File: config.mk
export PLATFORM = sky130hd
export DESIGN_NAME = vga_vertical_timing_gen
export DESIGN_NICKNAME = d
export VERILOG_FILES = /design/src/rtl/vga_vertical_timing_gen.sv
export SDC_FILE = /design/constraint.sdc
export NUM_CORES = 1
export LEC_CHECK = 0
export ABC_CLOCK_PERIOD_IN_PS = 5400
export CAP_MARGIN = 20
export CORE_ASPECT_RATIO = 0.8
export CORE_MARGIN = 2
export CORE_UTILIZATION = 57
export CTS_CLUSTER_SIZE = 24
export DETAILED_ROUTE_END_ITERATION = 10
export PLACE_DENSITY = 0.88
export SLEW_MARGIN = 20
export SYNTH_ARGS = -nofsm -noshare
export SYNTH_HDL_FRONTEND = slang
export SYNTH_SLANG_ARGS = --single-unit
File: constraint.sdc
create_clock -name clk -period 5.4 [get_ports clk]
set_input_delay 1.35 -clock clk [delete_from_list [all_inputs] [get_ports clk]]
set_output_delay 1.35 -clock clk [all_outputs]
set_load 0.01 [all_outputs]
File: src/rtl/vga_vertical_timing_gen.sv
// Vertical VGA timing: line counter, SYNC/BACK/ACTIVE/FRONT phase FSM, scaled VRAM row index.
// All outputs registered; everything advances only on new_line, synchronous active-high reset.
module vga_vertical_timing_gen #(
  parameter int V_SYNC   = 2,
  parameter int V_BACK   = 29,
  parameter int V_ACTIVE = 480,
  parameter int V_FRONT  = 10,
  parameter int SCALE    = 5,
  parameter bit SYNC_POL = 1'b0,
  parameter int CNT_W    = 10,
  parameter int SCL_W    = 7
) (
  input  logic             clk,
  input  logic             reset,
  input  logic             new_line,
  output logic [CNT_W-1:0] ver_cnt,
  output logic [SCL_W-1:0] scl_ver_cnt,
  output logic             VSYNC,
  output logic             v_active,
  output logic             frame_start,
  output logic             row_advance
);

  localparam int TOTAL = V_SYNC + V_BACK + V_ACTIVE + V_FRONT;
  localparam int A0    = V_SYNC + V_BACK;
  localparam int A1    = A0 + V_ACTIVE;
  localparam int SC_W  = (SCALE > 1) ? $clog2(SCALE) : 1;

  localparam logic [CNT_W-1:0] LAST_LINE = CNT_W'(TOTAL - 1);
  localparam logic [CNT_W-1:0] SYNC_END  = CNT_W'(V_SYNC);
  localparam logic [CNT_W-1:0] ACT_BEG   = CNT_W'(A0);
  localparam logic [CNT_W-1:0] ACT_END   = CNT_W'(A1);
  localparam logic [SC_W-1:0]  SC_LAST   = SC_W'(SCALE - 1);

  typedef enum logic [1:0] {SYNC, BACK, ACTIVE, FRONT} state_t;

  // Phase is a pure function of the line index, so zero-length phases fall out naturally.
  function automatic state_t phase_of(input logic [CNT_W-1:0] line);
    state_t ph;
    if (line < SYNC_END)     ph = SYNC;
    else if (line < ACT_BEG) ph = BACK;
    else if (line < ACT_END) ph = ACTIVE;
    else                     ph = FRONT;
    return ph;
  endfunction

  state_t            state_q, state_d;
  logic [CNT_W-1:0]  cnt_q, cnt_d;
  logic [SC_W-1:0]   sc_q, sc_d;
  logic [SCL_W-1:0]  scl_q, scl_d;
  logic              vsync_q, vsync_d;
  logic              act_q, act_d;
  logic              fs_q, fs_d;
  logic              ra_q, ra_d;

  always_ff @(posedge clk) begin
    if (reset) begin
      state_q <= SYNC;
      cnt_q   <= '0;
      sc_q    <= '0;
      scl_q   <= '0;
      vsync_q <= SYNC_POL;
      act_q   <= 1'b0;
      fs_q    <= 1'b0;
      ra_q    <= 1'b0;
    end else begin
      state_q <= state_d;
      cnt_q   <= cnt_d;
      sc_q    <= sc_d;
      scl_q   <= scl_d;
      vsync_q <= vsync_d;
      act_q   <= act_d;
      fs_q    <= fs_d;
      ra_q    <= ra_d;
    end
  end

  always_comb begin
    state_d = state_q;
    cnt_d   = cnt_q;
    sc_d    = sc_q;
    scl_d   = scl_q;
    vsync_d = vsync_q;
    act_d   = act_q;
    fs_d    = 1'b0;
    ra_d    = 1'b0;
    if (new_line) begin
      cnt_d   = (cnt_q == LAST_LINE) ? '0 : cnt_q + CNT_W'(1);
      state_d = phase_of(cnt_d);
      fs_d    = (cnt_q == LAST_LINE);
      vsync_d = (state_d == SYNC) ? SYNC_POL : ~SYNC_POL;
      act_d   = (state_d == ACTIVE);
      sc_d    = '0;
      scl_d   = '0;
      // Only lines that stay inside ACTIVE advance the scaler; exit clears without a row pulse.
      if (state_d == ACTIVE && state_q == ACTIVE) begin
        scl_d = scl_q;
        if (sc_q == SC_LAST) begin
          scl_d = scl_q + SCL_W'(1);
          ra_d  = 1'b1;
        end else begin
          sc_d = sc_q + SC_W'(1);
        end
      end
    end
  end

  assign ver_cnt     = cnt_q;
  assign scl_ver_cnt = scl_q;
  assign VSYNC       = vsync_q;
  assign v_active    = act_q;
  assign frame_start = fs_q;
  assign row_advance = ra_q;

endmodule
After elaboration in Yosys (flattened, before gate mapping) --
Index checks and enable logic that the tools add are counted.
Word-level totals: output and inout bits 21, flip-flop bits (word level) 26, logic and storage cells 37, input port bits 3
Cells by class: bitwise operators 2, muxes and demuxes 11, order comparisons 3, reduce and logical (&&, ||, !) cells 5, $add $sub $neg 3, equality and inequality tests 5
Operators by type and width (count):
- 7-bit two-way mux | 2
- 10-bit by 1-bit adder with 10-bit output, second input constant | 1
- 10-bit equality test, second input constant | 1
- 10-bit by 2-bit less-than comparator with 1-bit output, second input constant | 1
- 10-bit by 5-bit less-than comparator with 1-bit output, second input constant | 1
- 10-bit by 9-bit less-than comparator with 1-bit output, second input constant | 1
- 10-bit two-way mux | 1
- 7-bit by 1-bit adder with 7-bit output, second input constant | 1
- 2-bit two-way mux | 3
- 3-bit two-way mux | 2
- 2-bit equality test, second input constant | 2
- 3-bit by 1-bit adder with 3-bit output, second input constant | 1
- 3-bit equality test, second input constant | 1
- 1-bit two-way mux | 3
- 3-bit OR reduction | 1
- 2-bit logical NOT | 1
- 2-bit by 1-bit != test with 1-bit output, second input constant | 1
- 1-bit NOT | 2
- 2-bit AND reduction | 1
- 2-bit OR reduction | 1
- 1-bit logical AND | 1

Longest topological paths before layout --
depth in word-level cells 11, gate-level depth with buffers 9

Least setup slack after synthesis --
Ideal clock, no wire load.
path kind register to register, start register cnt_q[0] (netlist: ver_cnt[0]), end register state_q[0], stages on the path, launching flop included 9, buffers on the path 1, library setup time 0.117 ns, path slack 2.988 ns, arrival 2.296 ns, cell sequence dfxtp_1 > ha_1 > buf_6 > a211o_1 > a211o_1 > a211oi_4 > nand2b_1 > o311a_1 > a22o_1
Between the ends: word-level cells in the longest chain between the ends 7
RTL lines:
- from (decl) | line 48 | logic [CNT_W-1:0] cnt_q, cnt_d;
- from (signal assigned) | line 68 | cnt_q <= cnt_d;
- 10-bit by 1-bit adder with 10-bit output / 10-bit equality test (equally long branches) | line 88 | cnt_d = (cnt_q == LAST_LINE) ? '0 : cnt_q + CNT_W'(1);
- 10-bit two-way mux (*) | line 88
- 10-bit by 9-bit less-than comparator with 1-bit output | line 42 | else if (line < ACT_END) ph = ACTIVE;
- 1-bit two-way mux | line 42
- 2-bit two-way mux | line 41 | else if (line < ACT_BEG) ph = BACK;
- 2-bit two-way mux (*) | line 40 | if (line < SYNC_END) ph = SYNC;
- 2-bit two-way mux (*) | line 87 | if (new_line) begin
- to (signal assigned) | line 67 | state_q <= state_d;
- to (decl) | line 47 | state_t state_q, state_d;
Mark *: on every way between the ends. The rest lies on a longest branch, timed or not. The select of a mux whose other input is x is not followed. A chain may end at the register's enable or synchronous reset.

Final worst setup path --
start register cnt_q[2] (netlist: ver_cnt[2]), end output port ver_cnt[2]
RTL lines:
- to (decl) | line 16 | output logic [CNT_W-1:0] ver_cnt,
No word-level cell between the ends.

==> results.json <==
{
  "run_status": "finished, final reports clean",
  "drc": 0,
  "yosysWarnings": 0,
  "mostFrequentLayoutCells": "dfxtp_1 (26), clkdlybuf4s50_1 (22), nor2_1 (19)",
  "maxCapViolations": 0,
  "cp_num_buf_inv": 1,
  "max_stage_delay_ns": 0.63,
  "synth_top_area_cell": "dfxtp_1",
  "rows": 16,
  "dp_cells": 230,
  "overflow": 0,
  "io_pins": 24,
  "floorplan.die.width_um": 61.79,
  "synth_area_um2": 1523,
  "ff2ff_setup_slack_ns": 2.62,
  "ys_seq_elements": 26,
  "finalWeightedCongestion": 0.8581,
  "dieArea_um2": 3103,
  "root_buffer": "clkbuf_4",
  "p_leak_uw": 0.0006162,
  "antenna_found_initial": 0,
  "worstPathRequired_ns": 4.05,
  "end_kind": "primary output",
  "synth.distinct_cells": 54,
  "cpMaxStageDelayCell": "dfxtp_1",
  "netlist_top_cells_area": "dfxtp_1 (34%), nor2_1 (4.7%), ha_1 (4.1%)",
  "cts_buffers": 3,
  "numPortBuffers": 23,
  "insertion_delay_ns": 0.32,
  "final_core_util_pct": 71.32,
  "wl_mm": 3.033,
  "grt_max_degree": 37,
  "worst_pin_slew_ns": 0.8652,
  "hold_buffers": 0,
  "synthesis.nets": 189,
  "cts-resized-gates": 0,
  "core_area_um2": 2482,
  "p_per_area_nw_per_um2": 180.3,
  "grt_pass1_wl_mm": 5.064,
  "drt_pass1_iterations": 4,
  "regToRegStartpoint": "ver_cnt[0]",
  "hpwlAfterDp_mm": 2.209,
  "setup_violations": 0,
  "n_antenna_cell": 0,
  "chipHeight_um": 50.23,
  "worstPathCellList": "clkdlybuf4s50_1",
  "synth_top_area_share_pct": 34.18,
  "ys.flop_type": "dfxtp_1",
  "synth.yosys.seq_area_share_pct": 34.18,
  "worstSetupPathType": "reg2out",
  "critical_path_arrival_ns": 1.58,
  "fin_cells": 234,
  "grt_usage_pct": 21.23,
  "worstHoldStart": "VSYNC",
  "start_util_pct": 61.34,
  "maxSlewViolCount": 0,
  "syn_avg_cell_area_um2": 8.413,
  "htreeDepth": 1,
  "synth_edf_count": 0,
  "hold_viol": 0,
  "drive_gt1_share_pct": 9.091,
  "avgViaCountPerCell": 5.786,
  "layout_commonest_cell": "dfxtp_1",
  "hold_path.class": "reg2reg",
  "cp-start-kind": "flop",
  "rsz0062_at_grt": "false",
  "synthCells": 181,
  "vias": 1354,
  "postCtsSetupBuffers": 0,
  "clk_pin_slew_ns": 0.14,
  "slew_headroom_pct": 42.14,
  "ir_drop_mv": 0.2176,
  "critical-path-top-delay-family": "flip-flops",
  "async_flop_share_pct": 0,
  "drt_first_iter_violations": 91,
  "min_period_ns": 2.931,
  "cts_buffer_depth": 2,
  "critPathLaunch": "ver_cnt[2]",
  "syn2layout_area_growth_pct": 16.27,
  "cp_max_fo": 13,
  "fin_crit_sh_pct": 54.27,
  "nets": 207,
  "clock-skew-final_ns": 0.004185,
  "wl_per_cell_um": 12.96,
  "ant_nets": 0,
  "cts_tree": "yes",
  "tns_ns": 0,
  "cts_sinks": 26,
  "grt_pass1_vias": 1075,
  "fmax_mhz": 341.2
}
[per-layer routing]
layer	share of wire, %	wire, µm	global-route usage [%]
met1	49	1493	32.80
met2	45	1367	30.18
met3	5.1	154	6.701
met4	0.59	18	1.064
met5	0	0	0
[synth_stat cells (all sizes together) (2+ instances only)]
cell type / number
dfxtp: 26
nor2: 19
nand2: 16
a21oi: 11
nand3: 11
inv: 7
nand2b: 7
a31oi: 5
buf: 5
clkbuf: 5
ha: 5
nand4: 5
nor2b: 5
a211oi: 4
nor3: 4
o21ai: 4
nand4b: 3
or2: 3
xnor2: 3
a211o: 2
a21boi: 2
and3: 2
and3b: 2
mux2i: 2
or3: 2
xor2: 2
[sequential cells by signal (all words and copies together), names as in the netlist]
name and cells:
ver_cnt 10, row_advance 1, v_active 1, sc_q 3
scl_ver_cnt 7, VSYNC 1, frame_start 1, state_q 2
[final timing paths]
path	end	depth (start not counted)
worst min register to register	VSYNC	1
worst max register to register	scl_ver_cnt[1]	6
worst max-delay path	ver_cnt[2]	1
worst min-delay path	VSYNC	1
[cell families after synthesis]
logic type | count (synthesis) | synth area share, %
AND/OR/NAND/NOR | 86 | 31.47
buffers and inverters | 17 | 5.588
AO/OA/AOI/OAI | 39 | 19.72
flip-flops | 26 | 34.18
XOR/XNOR | 5 | 2.876
multiplexers | 3 | 2.054
adder cells (fa/ha/maj) | 5 | 4.108
[report_power, final]
part,switching [µW],internal [µW],total [µW]
Combinational,13.2,11.3,24.5
Clock,55.9,41.2,97.1
Sequential,3.12,195,198
Total,72.2,247,319
[through the flow]
step	power [µW]	area (µm²)	hold WS (ns)	setup slack, ns
after floorplan	219.2	1523	0.4335	2.988
after global placement	226.4	1739	0.4397	2.081
after detailed placement	226.9	1739	0.4414	1.964
after CTS	323.9	1775	0.4787	2.301
after global routing	333.5	1770	0.5026	2.374
final	319.3	1770	0.4730	2.469
[layout make-up]
class,count,area (µm²)
Tap cell,36,45.04
Multi-Input combinational cell,138,917.1
Clock buffer,4,36.28
Timing Repair Buffer,23,225.2
Fill cell,209,711.9
Inverter,7,26.28
Sequential cell,26,520.5
(Power assumes the default switching activity.)
